`src/rtl/wb_keypad_pkg.sv`:
```
// wb_keypad_pkg: register offsets, KEYDATA/STATUS bit positions and debouncer states
package wb_keypad_pkg;
    localparam logic [7:0] ADR_CTRL    = 8'h00;
    localparam logic [7:0] ADR_STATUS  = 8'h04;
    localparam logic [7:0] ADR_KEYDATA = 8'h08;
    localparam logic [7:0] ADR_SCANDIV = 8'h0C;
    localparam int KD_VALID = 8;
    localparam int KD_REL   = 9;
    localparam int ST_OVF   = 1;
    typedef enum logic [1:0] {IDLE, PRESS_CHK, HELD, REL_CHK} deb_state_t;
endpackage

```
`src/rtl/keypad_event_fifo.sv`:
```
// keypad_event_fifo: synchronous event FIFO with count and sticky overflow flag
module keypad_event_fifo #(
    parameter int WIDTH = 9,
    parameter int DEPTH = 8
) (
    input  logic                     clk,
    input  logic                     reset,
    input  logic                     push,
    input  logic                     pop,
    input  logic                     clr_ovf,
    input  logic [WIDTH-1:0]         din,
    output logic [WIDTH-1:0]         dout,
    output logic                     full,
    output logic                     empty,
    output logic                     overflow,
    output logic [$clog2(DEPTH):0]   count
);
    localparam int AW = $clog2(DEPTH);
    logic [WIDTH-1:0] mem [DEPTH];
    logic [AW-1:0] wptr, rptr;
    logic do_push, do_pop;
    assign empty   = count == '0;
    assign full    = count == (AW+1)'(DEPTH);
    assign do_pop  = pop && !empty;
    // a pop in the same cycle frees the slot, so a push into a full FIFO still lands
    assign do_push = push && (!full || do_pop);
    assign dout    = mem[rptr];
    always_ff @(posedge clk) begin
        if (do_push) mem[wptr] <= din;
    end
    always_ff @(posedge clk) begin
        if (reset) begin
            wptr     <= '0;
            rptr     <= '0;
            count    <= '0;
            overflow <= 1'b0;
        end else begin
            wptr     <= wptr + AW'(do_push);
            rptr     <= rptr + AW'(do_pop);
            count    <= count + (AW+1)'(do_push) - (AW+1)'(do_pop);
            overflow <= (push && !do_push) ? 1'b1 : clr_ovf ? 1'b0 : overflow;
        end
    end
endmodule

```
`src/rtl/wb_keypad_scan.sv`:
```
// wb_keypad_scan: Wishbone matrix keypad scanner with debouncer and event FIFO.
// Define KEYPAD_RELEASE_EVT_EN to also queue key-release events.
module wb_keypad_scan import wb_keypad_pkg::*; #(
    parameter int ROWS         = 4,
    parameter int COLS         = 4,
    parameter int SCAN_DIV_RST = 50000,
    parameter int DEBOUNCE     = 3,
    parameter int FIFO_DEPTH   = 8
) (
    input  logic             clk,
    input  logic             reset,
    input  logic             wb_stb_i,
    input  logic             wb_cyc_i,
    output logic             wb_ack_o,
    input  logic             wb_we_i,
    input  logic [31:0]      wb_adr_i,
    input  logic [3:0]       wb_sel_i,
    input  logic [31:0]      wb_dat_i,
    output logic [31:0]      wb_dat_o,
    output logic             intr,
    input  logic [ROWS-1:0]  row_in,
    output logic [COLS-1:0]  col_out
);
`ifdef KEYPAD_RELEASE_EVT_EN
    localparam logic REL_EN = 1'b1;
`else
    localparam logic REL_EN = 1'b0;
`endif
    localparam int CW = COLS > 1 ? $clog2(COLS) : 1;
    localparam int FW = $clog2(FIFO_DEPTH) + 1;
    localparam logic [3:0] DB = 4'(DEBOUNCE);
    logic ack, bus_req, wr, fifo_pop, fifo_push, empty, full, overflow, en, last, frame_done;
    logic have, f_have, c_hit, push, rel;
    logic [1:0] ctrl;
    logic [7:0] adr, best, f_best, c_code, cand, ncand;
    logic [19:0] scandiv, div_cnt;
    logic [CW-1:0] col;
    logic [ROWS-1:0] row_s1, row_s;
    logic [3:0] cnt, ncnt;
    logic [8:0] fifo_din, fifo_dout;
    logic [FW-1:0] count;
    logic [31:0] rd_data;
    deb_state_t state, nstate;
    logic unused;
    assign unused   = ^{wb_sel_i, wb_adr_i[31:8], wb_dat_i[31:20]};
    assign adr      = wb_adr_i[7:0];
    assign bus_req  = wb_stb_i && wb_cyc_i;
    assign wb_ack_o = bus_req && ack;
    assign wr       = wb_ack_o && wb_we_i;
    // pop only when the captured read data actually carried an entry
    assign fifo_pop = wb_ack_o && !wb_we_i && adr == ADR_KEYDATA && wb_dat_o[KD_VALID];
    assign rd_data  = adr == ADR_CTRL    ? {30'd0, ctrl} :
                      adr == ADR_STATUS  ? {16'd0, 8'(count), 6'd0, overflow, !empty} :
                      adr == ADR_KEYDATA ? (empty ? 32'd0 : {22'd0, fifo_dout[8], 1'b1, fifo_dout[7:0]}) :
                      adr == ADR_SCANDIV ? {12'd0, scandiv} : 32'd0;
    always_ff @(posedge clk) begin
        if (reset) begin
            ack      <= 1'b0;
            wb_dat_o <= '0;
            ctrl     <= '0;
            scandiv  <= 20'(SCAN_DIV_RST);
            intr     <= 1'b0;
        end else begin
            ack      <= bus_req && !ack;
            wb_dat_o <= (bus_req && !ack) ? rd_data : '0;
            if (wr && adr == ADR_CTRL) ctrl <= wb_dat_i[1:0];
            if (wr && adr == ADR_SCANDIV) scandiv <= wb_dat_i[19:0] == '0 ? 20'd1 : wb_dat_i[19:0];
            intr     <= ctrl[1] && !empty;
        end
    end
    assign en         = ctrl[0];
    assign col_out    = en ? ~(COLS'(1) << col) : '1;
    assign last       = div_cnt >= scandiv - 20'd1;
    assign frame_done = en && last && col == CW'(COLS - 1);
    always_ff @(posedge clk) begin
        row_s1 <= reset ? '1 : row_in;
        row_s  <= reset ? '1 : row_s1;
    end
    always_comb begin
        c_hit  = 1'b0;
        c_code = '0;
        for (int r = ROWS - 1; r >= 0; r--)
            if (!row_s[r]) begin
                c_hit  = 1'b1;
                c_code = 8'(r * COLS) + 8'(col);
            end
        f_have = have || c_hit;
        f_best = (c_hit && (!have || c_code < best)) ? c_code : best;
    end
    always_ff @(posedge clk) begin
        if (reset || !en) begin
            div_cnt <= '0;
            col     <= '0;
            have    <= 1'b0;
            best    <= '0;
        end else if (last) begin
            div_cnt <= '0;
            col     <= col == CW'(COLS - 1) ? '0 : col + 1'b1;
            have    <= frame_done ? 1'b0 : f_have;
            best    <= frame_done ? '0 : f_best;
        end else begin
            div_cnt <= div_cnt + 20'd1;
        end
    end
    always_ff @(posedge clk) begin
        if (reset || !en) begin
            state <= IDLE;
            cnt   <= '0;
            cand  <= '0;
        end else begin
            state <= nstate;
            cnt   <= ncnt;
            cand  <= ncand;
        end
    end
    always_comb begin
        nstate = state;
        ncnt   = cnt;
        ncand  = cand;
        push   = 1'b0;
        rel    = 1'b0;
        if (frame_done)
            case (state)
                IDLE: if (f_have) begin
                    ncand  = f_best;
                    ncnt   = 4'd1;
                    push   = DB == 4'd1;
                    nstate = DB == 4'd1 ? HELD : PRESS_CHK;
                end
                PRESS_CHK: if (f_have && f_best == cand) begin
                    ncnt   = cnt + 4'd1;
                    push   = ncnt == DB;
                    nstate = ncnt == DB ? HELD : PRESS_CHK;
                end else nstate = IDLE;
                HELD: if (!f_have) begin
                    ncnt   = 4'd1;
                    rel    = DB == 4'd1;
                    nstate = DB == 4'd1 ? IDLE : REL_CHK;
                end
                default: if (f_have && f_best == cand) nstate = HELD;
                else begin
                    ncnt   = cnt + 4'd1;
                    rel    = ncnt == DB;
                    nstate = ncnt == DB ? IDLE : REL_CHK;
                end
            endcase
    end
    assign fifo_push = push || (rel && REL_EN);
    assign fifo_din  = {rel && REL_EN, ncand};
    keypad_event_fifo #(.WIDTH(9), .DEPTH(FIFO_DEPTH)) u_fifo (
        .clk(clk), .reset(reset), .push(fifo_push), .pop(fifo_pop),
        .clr_ovf(wr && adr == ADR_STATUS && wb_dat_i[ST_OVF]), .din(fifo_din),
        .dout(fifo_dout), .full(full), .empty(empty), .overflow(overflow), .count(count)
    );
endmodule
```
`config.mk`:
```
export PLATFORM = sky130hd
export DESIGN_NAME = wb_keypad_scan
export DESIGN_NICKNAME = d
export VERILOG_FILES = /design/src/rtl/wb_keypad_pkg.sv /design/src/rtl/keypad_event_fifo.sv /design/src/rtl/wb_keypad_scan.sv
export SDC_FILE = /design/constraint.sdc
export NUM_CORES = 1
export LEC_CHECK = 0
export BUFFER_PORTS_ARGS = -buffer_cell sky130_fd_sc_hd__buf_2
export CAP_MARGIN = 20
export CORE_ASPECT_RATIO = 0.9
export CORE_UTILIZATION = 60
export CTS_BUF_LIST = sky130_fd_sc_hd__clkbuf_8
export CTS_CLUSTER_DIAMETER = 120
export CTS_CLUSTER_SIZE = 28
export DETAILED_ROUTE_END_ITERATION = 12
export PLACE_DENSITY = 0.83
export SYNTH_ARGS = -nofsm -noshare
export SYNTH_HDL_FRONTEND = slang
export SYNTH_SLANG_ARGS = --single-unit
```
`constraint.sdc`:
```
create_clock -name clk -period 7.53 [get_ports clk]
set_input_delay 1.506 -clock clk [delete_from_list [all_inputs] [get_ports clk]]
set_output_delay 1.506 -clock clk [all_outputs]
set_load 0.01 [all_outputs]
```
==> summary.txt <==
Logic synthesis
  • Yosys reg bits: 172
  • Share of Yosys cell area claimed by the top area cell type: 0.2709
  • Synthesized area: 7980 um2
  • Post-synthesis mux area share: 0.06569
  • Number of cells produced by synthesis: 759
  • Average cell area after synthesis: 10.51 um2
  • Cell types with the highest counts after synthesis: dfxtp_1, nand2_1, nor2_1, edfxtp_1, ha_1
  • Dominant combinational cell family by area after synthesis: simple AND/OR/NAND/NOR gates
  • Top cells by area, synth: dfxtp_1, edfxtp_1, ha_1
  • Synth cell types: 65
  • Synth area leader: dfxtp_1
  • Share of synthesized cell area in and, or, nand and nor gates: 0.1929
  • Synthesized-area fraction occupied by adder cells: 0.06679
  • Leading register cell type out of synthesis: dfxtp_1
  • Synth warn: 0
  • EDFF count, synth: 64
  • Fraction of the yosys area taken by sequential cells: 0.5118
  • Xor and xnor fraction of the mapped netlist area: 0.05049
  • Most common cell in the synthesized netlist: dfxtp_1
  • Fraction of synthesis flops using an asynchronous set or reset pin: 0
  • Compound-Gate Fraction of Synth Area: 0.07683

Power and ir drop
  • Leakage power total: 3.385 nW
  • Power density over the cells: 184.7 nW/um2
  • Worst IR drop on VDD: 0.1169 mV
  • Total Power Consumption: 1.616 mW

Global route
  • Vias in the first global route: 5517
  • Combined global-route utilization of all metal layers: 0.2610
  • Maximum number of pins on one net before global-route repair: 27
  • Leftover overflow at the end of global routing: 0
  • First-pass GRT wire length: 27160 um
  • Antenna violations before repair: 0

STA
  • Relative slew slack: 0.2892
  • Max Clock Freq: 179.9 MHz
  • Final-layout setup total negative slack: 0 ps
  • Final Hold Fails: 0
  • Shortest period the worst path allows: 5559 ps
  • Maximum clock skew at final layout: 16.13 ps
  • Period utilization: 0.7383
  • Final-report max-slew violation count: 0
  • Unrepaired setup endpoints after global routing: no
  • Setup-violating endpoint count in the final report: 0
  • Actual slew at the worst max-slew pin: 1055 ps

Placement
  • Port-buffer cells: 62
  • Final HPWL from detailed placement: 12210 um
  • Cell Area, Placed: 8363 um2
  • GPL Wtd Cong: 0.9088

Clock network
  • Number of levels the H-tree was split into: 4
  • TritonCTS sink count: 172
  • Buffer type at the clock tree root: clkbuf_8
  • Clock tree from TritonCTS: yes
  • Post-CTS Setup Repair Bufs: 0
  • Number of buffers inserted by hold repair at cts: 0
  • Worst-skew pair later-pin latency: 460 ps
  • Buffers from clock root to sink, at most: 2
  • Clock transition time at the flip-flop clock pins of the worst setup and hold paths: 80 ps
  • Resize count post-CTS: 0
  • Num CTS Buffers: 17

Setup path
  • Stage delay of the slowest cell on the critical path: 720 ps
  • Worst path required time: 7620 ps
  • Capture point of the worst reg-to-reg path: u_fifo.mem[7][6]$_DFFE_PP_
  • Reg2reg start: scandiv[2]$_SDFFE_PP0P_
  • Flop2flop setup slack: 1970 ps
  • Critical Setup Path Class: flop to flop
  • Crit start category: flop
  • Logic depth of the worst register-to-register path: 15
  • Cell with the biggest individual delay on the critical path: nor2_1
  • Ordered list of cells on the worst path: nor4_1 > nand2_1 > or3_1 > nor3b_1 > xnor2_1 > ha_1 > o2111a_1 > a211oi_1 > nor4_1 > a22oi_1 > nand2_4 > nand3_2 > nor4_1 > nand3b_1 > nor2_1
  • Sort of element at the end of the critical path: flop
  • Crit path top cell by count: nor4_1
  • Signal arrival time at the worst endpoint: 5650 ps
  • Crit-path max FO: 10

Drt
  • Number of remaining DRC errors: 0
  • 1st-iter DRT viols: 654
  • Wire length reported by the detailed router: 16800 um
  • Per-cell routed wire length: 16.88 um
  • Average via count per standard cell: 5.897
  • Via count: 5868
  • Detailed-routing iteration count for the pre-antenna-repair pass: 5
  • Antenna Nets Post-Route: 0

Die
  • Starting density of the core: 0.6218
  • Die width: 123.6 um
  • Area of the core region: 12830 um2
  • Die footprint: 13770 um2
  • Total number of placement rows: 39
  • Count of boundary I/O pins: 115
  • Chip height: 111.4 um

Worst hold path
  • Hold WC Path Type: flop to flop
  • Hold path endpoint: row_s[0]$_SDFF_PP1_
  • Worst hold path startpoint: row_s1[0]$_SDFF_PP1_
  • Hold depth: 1

Layout
  • Fraction of layout instances using a drive strength above 1: 0.1600
  • Layout overhead on the synthesized area: 9.674%
  • Final nets: 937
  • Number of diodes: 0
  • Final Instance Area: 8752 um2

Job
  • Max-Cap Viols: 0

Outcome
  • Run status: complete, no violations
## worst max-delay path: cells and delay by family, from the launching register on
kind	cells	cell delay, ps
compound gates	3	570
xor+xnor	1	110
fa+ha+maj	1	330
flops	1	390
simple gates	10	3790
## area by class of cell
cell class                 instances  area [um2]
clock buffer                      22       302.8
clock inverter                    10       75.07
fill                             921        4081
inverter                          21       78.83
multi-input combinational        540        3662
sequential                       172        4084
tap                              164       205.2
timing repair buffer              66       344.1
## registers in the layout, summed over array words and instances, names as in the netlist, 2 cells and up
name,flops
best,8
cand,8
cnt,4
col,2
ctrl,2
div_cnt,20
row_s,4
row_s1,4
scandiv,20
state,2
u_fifo.count,4
u_fifo.mem,64
u_fifo.rptr,3
u_fifo.wptr,3
wb_dat_o,20
## placed cells by master, fill, tap and decap left out, types with 3 or more instances in the layout
cell type / netlist / final
and3_1: 14 / 14
nand3_1: 23 / 23
a22oi_1: 4 / 4
a21oi_1: 39 / 39
a21o_1: 4 / 4
a211oi_1: 5 / 5
mux4_2: 16 / 16
nor3b_1: 4 / 4
and2_1: 17 / 17
mux2_2: 3 / 3
xor2_1: 20 / 20
nand4_1: 5 / 5
nor2b_1: 9 / 9
nand2_1: 94 / 94
o21ai_0: 27 / 27
buf_2: 0 / 62
edfxtp_1: 64 / 64
nand2b_1: 8 / 8
nor4_1: 13 / 13
or2_2: 8 / 8
conb_1: 1 / 12
inv_1: 21 / 26
xnor2_1: 26 / 26
clkbuf_8: 1 / 22
nand3b_1: 9 / 9
ha_1: 41 / 41
dfxtp_1: 108 / 108
nor2_1: 72 / 72
mux2i_1: 13 / 13
nor3_1: 16 / 15
buf_4: 12 / 3
## cells by family after synthesis
| family | count (synthesis) |
|---|---|
| flip-flops | 172 |
| other | 1 |
| buffers and inverters | 58 |
| adder cells (fa/ha/maj) | 42 |
| AO/OA/AOI/OAI | 99 |
| multiplexers | 32 |
| AND/OR/NAND/NOR | 309 |
| XOR/XNOR | 46 |
## worst max-delay path by stage
stage / endpoint / depth (start not counted) / startpoint / slack, ps
finish: u_fifo.mem[7][6]$_DFFE_PP_ / 15 / scandiv[2]$_SDFFE_PP0P_ / 1970
detailed placement: u_fifo.mem[2][4]$_DFFE_PP_ / 15 / scandiv[2]$_SDFFE_PP0P_ / 2060
CTS: u_fifo.mem[2][4]$_DFFE_PP_ / 15 / scandiv[2]$_SDFFE_PP0P_ / 2010
global route: u_fifo.mem[7][0]$_DFFE_PP_ / 15 / scandiv[2]$_SDFFE_PP0P_ / 1660
global placement: u_fifo.mem[2][4]$_DFFE_PP_ / 15 / scandiv[2]$_SDFFE_PP0P_ / 2360
floorplan: u_fifo.mem[1][0]$_DFFE_PP_ / 15 / scandiv[2]$_SDFFE_PP0P_ / 3020
## through the flow
stage	setup WS [ps]	hold slack (ps)	instances	util
2_1_floorplan	3020	389.5	770	-
3_3_place_gp	2357	395.8	962	0.6517
3_5_place_dp	2062	394.1	962	0.6517
4_1_cts	2011	411.2	994	0.6811
5_1_grt	1656	424.5	995	0.6820
6_report	1971	412.1	995	0.6820
## metal layers
layer  GRT usage  part of all wire  vias up
met3     0.05891             0.070       26
met1      0.3447              0.43     2846
met4     0.09639             0.020        0
li1            -                 -     2776
met5           0                 0        -
met2      0.4194              0.48      220
## where the power goes
group | switching (mW) | leakage, nW | internal, mW
Combinational | 0.0276 | 1.56 | 0.0181
Sequential | 0.00110 | 1.62 | 0.958
Clock | 0.312 | 0.208 | 0.299
Total | 0.341 | 3.39 | 1.28
Power figures use the tool's default switching activity.
